**src/rtl/poseidon_input_packer.sv**
```systemverilog
// Purpose : packs four 64-bit host beats (LS beat first) into one 256-bit word {last, element[254:0]}.
// Latency : packed word is valid the cycle after the final beat of an element is accepted.
// Backpressure: input is always ready while filling; on the closing beat it is ready only if the
//               output register is empty or draining this cycle.
//
// Ports:
//   clk, reset          single clock; asynchronous active-high reset, released synchronously
//   io_input_*          host beat stream (valid/ready), io_input_last marks end of message
//   io_output_*         packed word stream (valid/ready) towards the wrapper
//   io_error            sticky protocol error, cleared by io_clear_error
//   io_range_err_count  saturating count of non-canonical elements (only when
//                       POSEIDON_PACKER_RANGE_CHECK_EN is defined)
//
// Optional feature macro: POSEIDON_PACKER_RANGE_CHECK_EN
//   defined   -> element bit 255 set on a full element raises io_error and bumps io_range_err_count
//   undefined -> element bit 255 is silently dropped, no counter port
module poseidon_input_packer #(
    parameter int IN_WIDTH  = 64,
    parameter int OUT_WIDTH = 256
) (
    input  logic                 clk,
    input  logic                 reset,
    input  logic                 io_input_valid,
    output logic                 io_input_ready,
    input  logic                 io_input_last,
    input  logic [IN_WIDTH-1:0]  io_input_payload,
    output logic                 io_output_valid,
    input  logic                 io_output_ready,
    output logic [OUT_WIDTH-1:0] io_output_payload,
    output logic                 io_error,
`ifdef POSEIDON_PACKER_RANGE_CHECK_EN
    output logic [15:0]          io_range_err_count,
`endif
    input  logic                 io_clear_error
);

    localparam int BEATS = OUT_WIDTH / IN_WIDTH;
    localparam int CW    = (BEATS > 1) ? $clog2(BEATS) : 1;
    localparam logic [CW-1:0] LAST_BEAT = CW'(BEATS - 1);

    typedef enum logic {
        FILL,
        COMPLETE
    } state_t;

    logic [CW-1:0]        cnt_q;
    logic [CW-1:0]        cnt_d;
    logic [OUT_WIDTH-1:0] asm_q;
    state_t               state;
    logic                 accept;
    logic                 load;
    logic                 err_set;
    logic                 range_hit;
    logic [OUT_WIDTH-1:0] word;

    // Beat position is the FSM state: the closing slot is COMPLETE, all others FILL.
    always_comb begin
        state          = (cnt_q == LAST_BEAT) ? COMPLETE : FILL;
        io_input_ready = 1'b1;
        // Any beat that would emit a word (closing beat or early last) needs the
        // output register free, or freeing this cycle.
        if (state == COMPLETE || io_input_last) begin
            io_input_ready = !io_output_valid || io_output_ready;
        end
        accept = io_input_valid && io_input_ready;
        load   = accept && (state == COMPLETE || io_input_last);

        // Word as it would look with the current beat merged in: lower slices from
        // the assembly register, current slice from the bus, upper slices zero.
        // The zero fill is what an early last emits.
        word = '0;
        for (int i = 0; i < BEATS; i++) begin
            if (CW'(i) < cnt_q) begin
                word[i*IN_WIDTH +: IN_WIDTH] = asm_q[i*IN_WIDTH +: IN_WIDTH];
            end else if (CW'(i) == cnt_q) begin
                word[i*IN_WIDTH +: IN_WIDTH] = io_input_payload;
            end
        end

`ifdef POSEIDON_PACKER_RANGE_CHECK_EN
        range_hit = accept && (state == COMPLETE) && io_input_payload[IN_WIDTH-1];
`else
        range_hit = 1'b0;
`endif
        // Early last: a word goes out before the closing slot was reached.
        err_set = (load && state == FILL) || range_hit;

        cnt_d = cnt_q;
        if (load) begin
            cnt_d = '0;
        end else if (accept) begin
            cnt_d = cnt_q + 1'b1;
        end
    end

    always_ff @(posedge clk or posedge reset) begin
        if (reset) begin
            cnt_q             <= '0;
            asm_q             <= '0;
            io_output_valid   <= 1'b0;
            io_output_payload <= '0;
            io_error          <= 1'b0;
        end else begin
            cnt_q <= cnt_d;
            if (load) begin
                asm_q <= '0;
            end else if (accept) begin
                asm_q <= word;
            end

            if (load) begin
                // Raw bit 255 of the element is replaced by the message-end flag.
                io_output_payload <= {io_input_last, word[OUT_WIDTH-2:0]};
                io_output_valid   <= 1'b1;
            end else if (io_output_ready) begin
                io_output_valid   <= 1'b0;
            end

            // A fresh error beats a simultaneous clear.
            if (err_set) begin
                io_error <= 1'b1;
            end else if (io_clear_error) begin
                io_error <= 1'b0;
            end
        end
    end

`ifdef POSEIDON_PACKER_RANGE_CHECK_EN
    always_ff @(posedge clk or posedge reset) begin
        if (reset) begin
            io_range_err_count <= '0;
        end else if (io_clear_error) begin
            io_range_err_count <= range_hit ? 16'd1 : 16'd0;
        end else if (range_hit && io_range_err_count != 16'hFFFF) begin
            io_range_err_count <= io_range_err_count + 16'd1;
        end
    end
`endif

endmodule
```
**config.mk**
```make
export PLATFORM = sky130hd
export DESIGN_NAME = poseidon_input_packer
export DESIGN_NICKNAME = d
export VERILOG_FILES = /design/src/rtl/poseidon_input_packer.sv
export SDC_FILE = /design/constraint.sdc
export NUM_CORES = 1
export LEC_CHECK = 0
export ABC_AREA = 1
export BUFFER_PORTS_ARGS = -buffer_cell sky130_fd_sc_hd__buf_4
export CAP_MARGIN = 15
export CORE_AREA = 4 4 288 290
export DETAILED_ROUTE_END_ITERATION = 8
export DIE_AREA = 0 0 292 294
export GPL_ROUTABILITY_DRIVEN = 0
export SKIP_CTS_REPAIR_TIMING = 1
export SYNTH_ARGS = -nofsm -noshare
export SYNTH_HDL_FRONTEND = slang
export SYNTH_SLANG_ARGS = --single-unit
```
**constraint.sdc**
```tcl
create_clock -name clk -period 44.3 [get_ports clk]
set_input_delay 4.43 -clock clk [delete_from_list [all_inputs] [get_ports clk]]
set_output_delay 4.43 -clock clk [all_outputs]
set_load 0.1 [all_outputs]
```
==> metrics.cfg <==
[route]
final_antenna_net_count = 0
dr.pass1.iters = 5
vias_per_cell = 4.43
dr_total_vias = 17900
drc = 0
wl_per_cell_um = 16.9
drt_first_iter_violations = 1192
wl_mm = 68.2

[pwr]
power_density_mw_per_mm2 = 70.6
power_mw = 1.81
ir_worst_vdd_uv = 40.4
power.leakage_nw = 13.4

[sta]
skew_ns = 0.0254
setup_violations = 0
rsz0062_at_grt = no
worst_hold_slack_ns = 0.469
max_slew.worst_pin.slew_ns = 1.10
layout_setup_ws_ns = 34.64
tns_ns = 0
finalMaxSlewViolations = 0
final-hold-violation-count = 0
max_freq_mhz = 103
relSlewSlack_pct = 26.2
fin_crit_ns = 9.66
period_share_pct = 21.8

[synth]
ys_seq_elements = 452
synth.area.top_cells = dfrtp_1, nand2_1, o21ai_1
netlist_area_mm2 = 0.0207
yosysTopAreaCell = dfrtp_1
synth_top_area_share_pct = 54.5
ys_seq_area_share_pct = 54.5
yosysWarnings = 0
netlist_instances = 2705
ys_types = 19
mappedNetlistNets = 2780
avgSynthCellArea_um2 = 7.67

[placed_design]
dpl.hpwl_mm = 40.9
portBuffers = 328
pre_cts_ws_ns = 34.67

[grt]
use_met2_pct = 25.6
grt_first_pass_wirelength_mm = 107
grt_max_degree = 114
first_global_vias = 17700
gr-total-overflow = 0
met3_usage_pct = 4.11
grtUsageTotal_pct = 15.6
grtUsageMet1_pct = 20.6
grt_busiest_layer = met2
antenna_found_initial = 3

[worst_setup_path]
crit_type = input port to output pin
worstSetupStartpoint = io_input_last
endpoint_kind = output pin
r2r_end = asm_q[75]$_DFFE_PP0P_
cp_max_fo = 3
critPathArrivalTime_ns = 5.23
crit_path_end = io_input_ready
cp.required_ns = 39.87
ff2ff_path_depth = 9
start_kind = input port
reg2reg_from = cnt_q[0]$_DFFE_PP0P_
r2r_setup_slack_ns = 39.97

[cts]
cts_buffers = 53
cts_tree = done
cts.htree.levels = 2
clock_latency_ns = 0.59
cts_root_buf = clkbuf_16
cts_num_sinks = 452
clockBufferDepth = 3
clk_pin_slew_ns = 0.05

[layout]
final_core_util_pct = 31.9
drive_above_1_share_pct = 15.2
final_nets = 3013
final_cell_mix = nand2_1, dfrtp_1, buf_4, o21ai_1, inv_1
fillers = 8437
syn_to_final_growth_pct = 23.4
layout_commonest_cell = nand2_1

[die]
die_x_um = 292
io_pins = 329
die_area_mm2 = 0.0858
die_h_um = 294
start_util_pct = 25.8
rows = 104
core_area_mm2 = 0.0803

[worst_hold_path]
hold_start = asm_q[26]$_DFFE_PP0P_
hold_path.class = flop to flop

[flow_run]
max_cap_viol_count = 0

[outcome]
status = complete, no violations

stage by stage:
stage / instances / instance area (um2)
global placement: 3942 / 23800
finish: 4039 / 25600
global route: 4038 / 25600
CTS: 4038 / 25600
floorplan: 2705 / 20700
detailed placement: 3943 / 23800
cell families (layout without fill, tap and decap cells):
family	after synthesis	in the layout	synth area share [%]
AND/OR/NAND/NOR	1742	1742	33.3
flip-flops	452	452	54.5
buffers and inverters	313	586	7.26
AO/OA/AOI/OAI	193	193	4.66
adder cells (fa/ha/maj)	5	5	0.302
other	0	1	0
cells in the mapped netlist:
library cell	instances
nand2_4	1
buf_4	18
nand3_4	1
o21ai_1	165
nor2_1	1
nand4_1	66
inv_2	3
nand3_1	128
buf_6	22
dfrtp_1	452
nand2_2	2
nor2_4	1
nand2_1	1542
o21ai_0	28
buf_2	78
clkbuf_1	39
ha_1	5
inv_1	136
buf_1	17
final cells by class:
cell class	count	area [um2]	share of cell area, %
flip-flops and latches	452	11300	44.2
multi-input cells	1940	8010	31.3
repair buffers	352	2660	10.4
clock buffers	81	1600	6.26
well taps	1060	1330	5.18
inverters	139	533	2.08
clock inverters	14	149	0.582
diodes	1	2.50	0.00978
state kept, by name, summed over array words and instances, names as in the netlist:
name / flops
io_error: 1
cnt_q: 2
io_output_valid: 1
asm_q: 192
io_output_payload: 256
report_power, final:
part	leakage (nW)	switching [mW]	total, mW	internal, mW
Sequential	6.06	0.0540	0.555	0.501
Combinational	6.47	0.658	0.811	0.152
Clock	0.863	0.182	0.442	0.260
Total	13.4	0.894	1.81	0.913
worst min path at each step:
stage / to / cells past startpoint
detailed placement: asm_q[45]$_DFFE_PP0P_ / 2
finish: asm_q[26]$_DFFE_PP0P_ / 2
floorplan: asm_q[100]$_DFFE_PP0P_ / 2
global route: asm_q[103]$_DFFE_PP0P_ / 2
CTS: asm_q[98]$_DFFE_PP0P_ / 2
global placement: asm_q[149]$_DFFE_PP0P_ / 2
critical path, stage by stage:
cell and delay, ns:
buf_4 0.12, inv_1 0.14, nand2_4 0.10, nand2_2 0.14, buf_4 0.31
routing by layer:
| layer | share of wire (%) | up-vias |
|---|---|---|
| met1 | 45 | 8484 |
| li1 | - | 8870 |
| met2 | 46 | 454 |
| met3 | 7.3 | 100 |
| met4 | 1.9 | 2 |
| met5 | 0.029 | - |
No activity file was read; power rests on OpenSTA's default activity.
